`src/rtl/sha256_msg_padder.sv`:
```
// Byte-stream to 32-bit word packer with full SHA-256 padding (0x80, zero fill, 64-bit bit length).
// Latency: 1 clk from the completing byte to word_valid. Backpressure: one-entry output register; word_ready low freezes all state and drops in_ready.
module sha256_msg_padder #(
    parameter int LEN_W = 64
) (
    input  logic        clk,
    input  logic        rst,
    input  logic [7:0]  in_byte,
    input  logic        in_valid,
    input  logic        in_last,
    output logic        in_ready,
    output logic [31:0] word_data,
    output logic        word_valid,
    output logic        word_last,
    input  logic        word_ready,
    output logic        busy
);

    typedef enum logic [2:0] {DATA, PAD, ZERO, LEN_HI, LEN_LO} state_t;

    state_t             state_q, state_d;
    logic [1:0]         byte_idx_q;
    logic [31:0]        word_acc_q;
    logic [LEN_W-1:0]   bit_len_q;
    logic [3:0]         wcnt_q;
    logic [31:0]        word_data_q;
    logic               word_valid_q;
    logic               word_last_q;

    logic               can_load;
    logic               word_acc;
    logic               byte_acc;
    logic [3:0]         slot;
    logic [63:0]        len64;
    logic [31:0]        cur_word;
    logic               load;
    logic [31:0]        load_dat;
    logic               load_last;
    logic               done;

    assign can_load   = !word_valid_q || word_ready;
    assign word_acc   = word_valid_q && word_ready;
    assign byte_acc   = in_valid && in_ready;
    // Block position of a word loaded this cycle: everything loaded earlier is accepted by now.
    assign slot       = wcnt_q + {3'b000, word_acc};
    assign len64      = 64'(bit_len_q);

    assign in_ready   = rst && (state_q == DATA) && can_load;
    assign busy       = (state_q != DATA);
    assign word_data  = word_data_q;
    assign word_valid = word_valid_q;
    assign word_last  = word_last_q;

    // Current byte merged into the partial word; a final partial word also gets the marker.
    always_comb begin
        cur_word = word_acc_q;
        case (byte_idx_q)
            2'd0: begin
                cur_word[31:24] = in_byte;
                if (in_last) cur_word[23:16] = 8'h80;
            end
            2'd1: begin
                cur_word[23:16] = in_byte;
                if (in_last) cur_word[15:8] = 8'h80;
            end
            2'd2: begin
                cur_word[15:8] = in_byte;
                if (in_last) cur_word[7:0] = 8'h80;
            end
            default: cur_word[7:0] = in_byte;
        endcase
    end

    always_ff @(posedge clk or negedge rst) begin
        if (!rst) state_q <= DATA;
        else      state_q <= state_d;
    end

    always_comb begin
        state_d   = state_q;
        load      = 1'b0;
        load_dat  = 32'h0;
        load_last = 1'b0;
        done      = 1'b0;
        case (state_q)
            DATA: begin
                if (byte_acc && (in_last || byte_idx_q == 2'd3)) begin
                    load     = 1'b1;
                    load_dat = cur_word;
                end
                if (byte_acc && in_last) begin
                    if (byte_idx_q == 2'd3)  state_d = PAD;
                    else if (slot == 4'd13)  state_d = LEN_HI;
                    else                     state_d = ZERO;
                end
            end
            PAD: begin
                if (can_load) begin
                    load     = 1'b1;
                    load_dat = 32'h8000_0000;
                    state_d  = (slot == 4'd13) ? LEN_HI : ZERO;
                end
            end
            ZERO: begin
                if (can_load) begin
                    load = 1'b1;
                    if (slot == 4'd13) state_d = LEN_HI;
                end
            end
            LEN_HI: begin
                if (can_load) begin
                    load     = 1'b1;
                    load_dat = len64[63:32];
                    state_d  = LEN_LO;
                end
            end
            LEN_LO: begin
                if (word_valid_q && word_last_q) begin
                    if (word_ready) begin
                        done    = 1'b1;
                        state_d = DATA;
                    end
                end else if (can_load) begin
                    load      = 1'b1;
                    load_dat  = len64[31:0];
                    load_last = 1'b1;
                end
            end
            default: state_d = DATA;
        endcase
    end

    always_ff @(posedge clk or negedge rst) begin
        if (!rst) begin
            byte_idx_q   <= 2'd0;
            word_acc_q   <= 32'h0;
            bit_len_q    <= '0;
            wcnt_q       <= 4'd0;
            word_data_q  <= 32'h0;
            word_valid_q <= 1'b0;
            word_last_q  <= 1'b0;
        end else begin
            if (byte_acc) begin
                bit_len_q <= bit_len_q + LEN_W'(8);
                if (in_last || byte_idx_q == 2'd3) begin
                    word_acc_q <= 32'h0;
                    byte_idx_q <= 2'd0;
                end else begin
                    word_acc_q <= cur_word;
                    byte_idx_q <= byte_idx_q + 2'd1;
                end
            end
            if (done) begin
                bit_len_q  <= '0;
                byte_idx_q <= 2'd0;
                word_acc_q <= 32'h0;
                wcnt_q     <= 4'd0;
            end else if (word_acc) begin
                wcnt_q <= wcnt_q + 4'd1;
            end
            if (load) begin
                word_data_q  <= load_dat;
                word_valid_q <= 1'b1;
                word_last_q  <= load_last;
            end else if (word_acc) begin
                word_valid_q <= 1'b0;
                word_last_q  <= 1'b0;
            end
        end
    end

endmodule

```
`config.mk`:
```
export PLATFORM = sky130hd
export DESIGN_NAME = sha256_msg_padder
export DESIGN_NICKNAME = d
export VERILOG_FILES = /design/src/rtl/sha256_msg_padder.sv
export SDC_FILE = /design/constraint.sdc
export NUM_CORES = 1
export LEC_CHECK = 0
export CAP_MARGIN = 0
export CORE_ASPECT_RATIO = 1.2
export CORE_MARGIN = 2
export CORE_UTILIZATION = 50
export DETAILED_ROUTE_END_ITERATION = 8
export PLACE_DENSITY = 0.75
export SLEW_MARGIN = 20
export SYNTH_ARGS = -nofsm -noshare
export SYNTH_HDL_FRONTEND = slang
export SYNTH_SLANG_ARGS = --single-unit
```
`constraint.sdc`:
```
create_clock -name clk -period 5.2 [get_ports clk]
set_input_delay 0.78 -clock clk [delete_from_list [all_inputs] [get_ports clk]]
set_output_delay 0.78 -clock clk [all_outputs]
set_load 0.02 [all_outputs]
```
==> results.cfg, run 1 <==
[run_status]
outcome = finished, violations left
violations = DRC

[routing]
ant_nets = 0
drc = 6
postRouteWirelength_mm = 20.5
drt-vias-per-instance = 6.85
post_drt_wl_per_cell_um = 22.3
drt_iter0_drc = 916
vias = 6313
firstDrtPassIters = 7

[synthesis]
synth_seq_cells = 136
ys_seq_area_share_pct = 47.7
yosysWarnings = 0
synthTopCellsByArea = dfrtp_1 48%, a22o_1 9.0%, a221o_1 4.4%
synth_cells = 704
synth_cell_type_count = 60
mappedNetlistArea_um2 = 7130
synth_nets = 725
async_reset_ff_share_pct = 100
syn_avg_cell_area_um2 = 10.1
synth-edff-count = 0
dominantRegCellSynth = dfrtp_1
yosys.area.top_type = dfrtp_1
yosysTopAreaCellShare_pct = 47.7

[place]
dpl.hpwl_mm = 14.4
io_buffers = 48
gp_congestion = 0.939

[grt]
grt_first_pass_wirelength_mm = 33.4
grt_pass1_vias = 6088
antenna_found_initial = 0
grt_usage_pct = 28.0
grt_max_degree = 69
grt_use_met3_pct = 5.39
globalRouteOverflowTotal = 0
grt_busiest_layer = met2
met1_usage_pct = 36.6
met2_usage_pct = 44.9

[clock_network]
clock_latency_ns = 0.44
cts_inserted_buffers = 17
ctsResizeCount = 0
htree_levels = 4
post-cts-setup-buffers = 0
hold_buffers = 0
cts_tree = built
clkTransAtPathRegs_ns = 0.06
cts_root_buffer = clkbuf_16
cts_max_path_buffers = 2
cts_num_sinks = 136

[setup_path]
slowest_stage = or4_1
rr_worst_depth = 6
cp.required_ns = 5.55
worstSetupStartpointType = input pin
worstPathCellList = clkdlybuf4s50_1 > nand2b_1 > nand4_2 > or4_1 > or4_1 > a21oi_1
cp_top_family = simple AND/OR/NAND/NOR gates
path_class = in2reg
crit_path_max_fanout = 19
worst-path-buf-inv = 1
worstSetupStartpoint = word_ready
arrival_ns = 3.60
cp_common_cell = or4_1
slowest_delay_ns = 0.82
critical_path_cell_count = 6
rrSetupSlack_ns = 2.17
r2r-start = state_q[0]$_DFFE_PN0P_
r2r_end = bit_len_q[60]$_DFFE_PN0P_
end_kind = register
cp-endpoint = bit_len_q[46]$_DFFE_PN0P_

[die]
num_rows = 47
core-area_um2 = 13900
die_h_um = 135
ios = 49
die_width_um = 113
initial_utilization_pct = 51.4
dieArea_um2 = 15200

[power]
p_sw_share_pct = 33.1
pwr-share-clk_pct = 36.0
p_comb_share_pct = 26.7
switchingPower_mw = 1.23
ir_drop_mv = 0.264
p_leak_nw = 3.50
p_int_mw = 2.49
power_frac_seq_pct = 37.3
power.density_nw_per_um2 = 443

[finish]
drive_gt1_share_pct = 9.20
nets = 758
diodes = 0
mostFrequentLayoutCell = dfrtp_1
num-fill-cells = 1148
final_cell_mix = 136 x dfrtp_1, 73 x a22o_1, 47 x clkdlybuf4s50_1
final_core_util_pct = 60.5
area.growth.synth_to_final_pct = 17.8

[flow_run]
cap_violations = 0

[min_path]
hp-class = in2async

[timing]
rsz0062_at_grt = no
period_needed_ns = 3.25
final.setup.tns_ns = 0
drv_slew = 0
worst_pin_slew_ns = 0.905
setup_viol = 0
fin_crit_sh_pct = 62.4
hold_viol = 0
fmax_mhz = 308
clock_skew_ns = 0.00894
slew-limit-headroom_pct = 39.1
## cells in the mapped netlist (14+ instances only)
master / count
a21oi_1: 41
a221o_1: 31
a22o_1: 73
clkbuf_1: 30
dfrtp_1: 136
inv_1: 14
nand2_1: 34
nand3_1: 34
nand4_1: 22
nor2_1: 44
o21ai_0: 30
o31ai_1: 17
or4_1: 18
## power groups by stage
| stage | combinational [mW] | sequential [mW] | clock [mW] |
|---|---|---|---|
| 2_1_floorplan | 0.638 | 1.40 | 0 |
| 3_3_place_gp | 0.952 | 1.39 | 0 |
| 3_5_place_dp | 0.985 | 1.39 | 0 |
| 4_1_cts | 0.985 | 1.38 | 1.35 |
| 5_1_grt | 1.08 | 1.41 | 1.39 |
| 6_report | 0.994 | 1.39 | 1.34 |
## cell type report
class | instances | area (um2) | share of cell area [%]
flip-flops and latches | 136 | 3400 | 40.5
repair buffers | 58 | 561 | 6.67
multi-input cells | 510 | 3520 | 41.9
inverters | 14 | 52.6 | 0.626
clock buffers | 17 | 425 | 5.06
well taps | 171 | 214 | 2.55
clock inverters | 15 | 225 | 2.68
## stage by stage
stage / cells / hold WS, ns / total power [mW] / worst slack (ns) / instance area [um2]
finish: 921 / 0.211 / 3.72 / 1.95 / 8400
global placement: 888 / 0.466 / 2.34 / 1.70 / 7730
floorplan: 704 / 0.451 / 2.03 / 2.66 / 7130
global route: 921 / 0.225 / 3.88 / 1.85 / 8400
CTS: 921 / 0.213 / 3.71 / 1.99 / 8400
detailed placement: 889 / 0.469 / 2.38 / 1.60 / 7750
## worst min path at each step
| stage | start | end | slack [ns] |
|---|---|---|---|
| final | rst | word_valid$_DFFE_PN0P_ | 0.21 |
| after CTS | rst | word_valid$_DFFE_PN0P_ | 0.21 |
| after floorplan | word_acc_q[0]$_DFFE_PN0P_ | word_acc_q[0]$_DFFE_PN0P_ | 0.45 |
| after detailed placement | word_data[31]$_DFFE_PN0P_ | word_data[31]$_DFFE_PN0P_ | 0.47 |
| after global routing | rst | word_valid$_DFFE_PN0P_ | 0.23 |
| after global placement | word_acc_q[2]$_DFFE_PN0P_ | word_acc_q[2]$_DFFE_PN0P_ | 0.47 |
## flip-flops by register name, summed over array words and instances, names as in the netlist
signal and flops:
word_data 32, word_valid 1, byte_idx_q 2, word_acc_q 32, word_last 1, state_q 3, wcnt_q 4, bit_len_q 61
## layer usage
layer / share of wire [%] / wire length [um]
met1: 41 / 8480
met2: 48 / 9930
met3: 6.7 / 1380
met4: 3.7 / 755
met5: 0 / 0
## kinds of logic after synthesis
family,count (synthesis),synth area share (%)
compound gates,231,24.5
xor+xnor,25,3.07
flops,136,47.7
mux,10,1.53
simple gates,236,18.6
buf+inv,58,3.23
fa+ha+maj,8,1.40
Power figures use the tool's default switching activity.
==> run 2: changes to the inputs <==
Clock period 5.2 ns to 3 ns, I/O delays scaled along.
==> run 2 against run 1 <==
Against the previous run:
- the flow still finishes with violations (DRC)
- clock-buffer cell count increased by 4
- die area unchanged
- global-route usage increased by 0.22 points
- sequential power increased by 73%
- design area increased by 1.4%
- wire length increased by 1.6%
- clock power increased by 60%
- sequential cell count unchanged
- core utilization increased by 0.87 points
- critical path depth decreased by 1
- register-to-register slack got worse by 1.7 ns
==> results.cfg, run 2 (synthesis results as in run 1) <==
[clock_network]
cts_num_sinks = 136
cts_tree = built
cts_max_path_buffers = 2
clock_latency_ns = 0.43
cts_inserted_buffers = 17
htree_levels = 4
post-cts-setup-buffers = 0
cts_root_buffer = clkbuf_16
clkTransAtPathRegs_ns = 0.06

[grt]
antenna_found_initial = 0
globalRouteOverflowTotal = 0
grt_first_pass_wirelength_mm = 33.5
grt_max_degree = 65
grt_usage_pct = 28.2
grt_pass1_vias = 6128

[finish]
num-fill-cells = 1118
top_register = bit_len_q
drive_gt1_share_pct = 11.0
final_cells = 943
diodes = 0
largest_reg_flops = 61
mostFrequentLayoutCell = dfrtp_1
multi_input_area_um2 = 3520
seq_area_um2 = 3400
final_cell_mix = 136 x dfrtp_1, 73 x a22o_1, 47 x clkdlybuf4s50_1
area.growth.synth_to_final_pct = 19.5
nets = 780

[timing]
slew-limit-headroom_pct = 31.5
drv_slew = 0
rsz0062_at_grt = no
fin_crit_sh_pct = 87.0
hold_viol = 0
setup_viol = 0
period_needed_ns = 2.61
worst_pin_slew_ns = 1.02
fmax_mhz = 383
final.setup.tns_ns = 0
clock_skew_ns = 0.00879

[setup_path]
path_class = in2out
crit_path_max_fanout = 6
slowest_stage = clkdlybuf4s50_1
arrival_ns = 2.16
rrSetupSlack_ns = 0.50
worstSetupStartpointType = input pin
slowest_delay_ns = 0.60
worstPathCellList = clkdlybuf4s50_1 > nand2b_1 > buf_4 > and3_1 > clkdlybuf4s50_1
end_kind = output port
cp.required_ns = 2.55
cp_common_cell = clkdlybuf4s50_1

[routing]
drt-vias-per-instance = 6.80
drc = 6
post_drt_wl_per_cell_um = 22.1
drt_iter0_drc = 829
firstDrtPassIters = 8
ant_nets = 0
postRouteWirelength_mm = 20.9
vias = 6415

[power]
p_leak_nw = 3.59
power_mw = 6.32
ir_drop_mv = 0.442
power.density_nw_per_um2 = 742

[min_path]
hp-class = in2async

[run_status]
violations = DRC
outcome = finished, violations left

[die]
die_h_um = 135
dieArea_um2 = 15200
die_width_um = 113
num_rows = 47
initial_utilization_pct = 51.4
ios = 49
core-area_um2 = 13900

[place]
dp_cells = 910
gp_congestion = 0.935
io_buffers = 48
dpl.hpwl_mm = 14.8

[flow_run]
cap_violations = 0
==> run 2: cell types whose count changed in the layout (fill, tap and decap cells not counted), moves of 2 or more <==
cell and change:
bufinv_16 -2, clkbuf_1 +3, buf_4 +21, inv_6 -2
==> run 2: repair_timing <==
action,CTS,global route
hold endpoints to repair,29,0
hold buffers,1,0
gates resized for setup,0,0
==> run 2: power by group <==
| group | internal (mW) | switching, mW |
|---|---|---|
| Combinational | 0.754 | 1.01 |
| Clock | 1.33 | 0.818 |
| Sequential | 2.12 | 0.287 |
==> run 2: path summary, 6_finish.rpt <==
check	start	cells past startpoint	endpoint
max in group asynchronous	rst	4	bit_len_q[12]$_DFFE_PN0P_
min reg2reg	word_acc_q[1]$_DFFE_PN0P_	2	word_acc_q[1]$_DFFE_PN0P_
min in group clk	word_acc_q[1]$_DFFE_PN0P_	2	word_acc_q[1]$_DFFE_PN0P_
max	word_ready	5	in_ready
max reg2reg	state_q[0]$_DFFE_PN0P_	7	bit_len_q[35]$_DFFE_PN0P_
min	rst	2	word_data[31]$_DFFE_PN0P_
==> run 2: critical path: cells and delay by family <==
family                 cells  cell delay, ns
buffers and inverters      3            1.32
AND/OR/NAND/NOR            2            0.38
==> run 2: final cells by class <==
class | count | share of cell area, %
clock buffers | 21 | 5.29
well taps | 171 | 2.51
multi-input cells | 510 | 41.3
clock inverters | 11 | 1.75
inverters | 14 | 0.617
flip-flops and latches | 136 | 39.9
repair buffers | 80 | 8.65
==> run 2: metrics by stage <==
step,cell area (um2),hold slack (ns),util [%],worst slack (ns)
after floorplan,7130,0.154,-,0.723
after detailed placement,7910,0.355,57.0,0.141
after global placement,7910,0.346,57.0,0.115
after CTS,8520,0.477,61.4,0.388
after global routing,8520,0.505,61.4,0.313
final,8520,0.472,61.4,0.390
==> run 2: layer usage <==
layer	vias up	GRT usage, %	share of wire [%]
met5	-	0	0
met2	299	45.5	49
met1	3216	36.8	42
met3	45	5.34	6.0
li1	2855	-	-
met4	0	13.5	3.8
==> run 3: changes to the inputs <==
Settings changed: CTS_BUF_LIST from default to sky130_fd_sc_hd__clkbuf_16, PLACE_DENSITY 0.75 to 0.78.
Clock period 3 ns to 2.2 ns, I/O delays scaled along.
==> run 3 against run 2 <==
Against the previous run:
- the run ends with DRC, setup timing left
- combinational power is 67% higher
- first-iteration DRC count is 7.6% higher
- wire length is 12% higher
- final cell count is 9.1% higher
- sequential share of layout area is 3.4 points lower
- design area is 9.5% higher
- global-route usage is 1.9 points higher
- core utilization is 5.8 points higher
- clock-buffer cell count is 4 lower
- via count is 7.7% higher
- power is 39% higher
- critical path type is now reg2reg
==> results.cfg, run 3 (synthesis results as in run 1) <==
[run_status]
outcome = finished, violations left
violations = DRC, setup timing

[flow_run]
cap_violations = 0

[routing]
ant_nets = 0
vias = 6911
drt-vias-per-instance = 6.72
postRouteWirelength_mm = 23.3
drt_iter0_drc = 892
post_drt_wl_per_cell_um = 22.7
drc = 4
firstDrtPassIters = 7

[setup_path]
worstSetupStartpointType = register
rrSetupSlack_ns = -0.03
cp.required_ns = 2.55
cp_top_family = simple AND/OR/NAND/NOR gates
end_kind = register
arrival_ns = 2.58
path_class = reg2reg
crit_path_max_fanout = 6
r2r-start = state_q[2]$_DFFE_PN0P_
slowest_stage = a2111o_1
rr_worst_depth = 7
worstPathCellList = nor3_4 > nand4_4 > buf_12 > a2111o_1 > buf_6 > or3_4 > a21oi_2
worst-path-buf-inv = 2
r2r_end = bit_len_q[26]$_DFFE_PN0P_
slowest_delay_ns = 0.45

[timing]
fmax_mhz = 449
setup_viol = 3
drv_slew = 0
final.setup.tns_ns = -0.0376
clock_skew_ns = 0.00756
slew-limit-headroom_pct = 49.2
fin_crit_sh_pct = 101
period_needed_ns = 2.23
setup_slack_ns = -0.0270
rsz0062_at_grt = yes
worst_pin_slew_ns = 0.761
hold_viol = 0

[place]
dp_cells = 981
dpl.hpwl_mm = 16.1
post-place-ws_ns = -0.435
io_buffers = 48
gp_congestion = 1.00

[finish]
nets = 867
top_register = bit_len_q
final_cells = 1029
num-fill-cells = 1011
multi_input_area_um2 = 3670
final_cell_mix = 130 x dfrtp_1, 109 x buf_4, 73 x a22o_1
drive_gt1_share_pct = 23.2
area.growth.synth_to_final_pct = 30.9
mostFrequentLayoutCell = dfrtp_1
diodes = 0
largest_reg_flops = 61
seq_area_um2 = 3410

[power]
p_int_mw = 5.76
switchingPower_mw = 3.02
pwr-share-clk_pct = 29.1
power_frac_seq_pct = 37.1
p_sw_share_pct = 34.4
power.density_nw_per_um2 = 940
ir_drop_mv = 0.644
p_comb_share_pct = 33.7
p_leak_nw = 4.09

[clock_network]
hold_buffers = 0
clock_latency_ns = 0.43
cts_num_sinks = 136
cts_max_path_buffers = 2
htree_levels = 4
cts_root_buffer = clkbuf_16
cts_tree = built
clkTransAtPathRegs_ns = 0.06
cts_inserted_buffers = 17

[die]
die_width_um = 113
ios = 49
dieArea_um2 = 15200
num_rows = 47
die_h_um = 135
core-area_um2 = 13900
initial_utilization_pct = 51.4

[grt]
globalRouteOverflowTotal = 0
grt_pass1_vias = 6650
grt_first_pass_wirelength_mm = 35.6
grt_usage_pct = 30.1
antenna_found_initial = 0
grt_max_degree = 137

[min_path]
hp-class = in2async
run 3: repair_timing:
action / 4_1_cts / 5_1_grt
gates resized for setup: 9 / 42
pin swaps: 0 / 30
cloned: 0 / 2
setup endpoints to repair: 19 / 35
buffers inserted: 0 / 15
run 3: power by group through the flow:
stage               logic, mW  registers [mW]  clock network, mW
floorplan                1.52            3.30                  0
global placement         2.68            3.24                  0
detailed placement       2.78            3.27                  0
CTS                      2.80            3.24               2.57
global route             3.17            3.30               2.69
finish                   2.96            3.26               2.56
run 3: area by class of cell:
| cell class | count | share of cell area (%) |
|---|---|---|
| clock buffer | 17 | 4.56 |
| sequential | 136 | 36.5 |
| multi-input combinational | 510 | 39.3 |
| tap | 171 | 2.29 |
| timing repair buffer | 167 | 15.7 |
| inverter | 14 | 0.563 |
| clock inverter | 14 | 1.01 |
run 3: worst max-delay path by stage:
stage / startpoint / endpoint / slack (ns) / depth (start not counted)
after floorplan: state_q[1]$_DFFE_PN0P_ / bit_len_q[58]$_DFFE_PN0P_ / 0.02 / 7
after global placement: word_ready / bit_len_q[53]$_DFFE_PN0P_ / -0.40 / 10
after detailed placement: word_ready / bit_len_q[53]$_DFFE_PN0P_ / -0.43 / 10
after CTS: state_q[1]$_DFFE_PN0P_ / bit_len_q[26]$_DFFE_PN0P_ / -0.05 / 7
after global routing: state_q[2]$_DFFE_PN0P_ / bit_len_q[55]$_DFFE_PN0P_ / -0.07 / 6
final: state_q[2]$_DFFE_PN0P_ / bit_len_q[26]$_DFFE_PN0P_ / -0.03 / 7
run 3: through the flow:
stage	power, mW	hold WS (ns)	util [%]	area [um2]
6_report	8.77	0.0341	67.2	9330
3_5_place_dp	6.05	0.475	61.2	8490
4_1_cts	8.61	0.0968	65.2	9040
2_1_floorplan	4.83	0.0344	-	7140
3_3_place_gp	5.92	0.460	61.2	8490
5_1_grt	9.16	0.106	67.2	9330
run 3: routing by layer:
layer / vias up / track usage (%) / wire length [um]
met2: 382 / 49.7 / 11500
met3: 88 / 5.83 / 1720
met5: - / 0 / 0
li1: 3017 / - / -
met4: 0 / 14.6 / 1110
met1: 3424 / 38.0 / 9020
run 3: worst register-to-register path, cell delays in order (launching register included):
cell,delay (ns)
dfrtp_2,0.43
nor3_4,0.32
nand4_4,0.18
buf_12,0.17
a2111o_1,0.45
buf_6,0.14
or3_4,0.33
a21oi_2,0.12
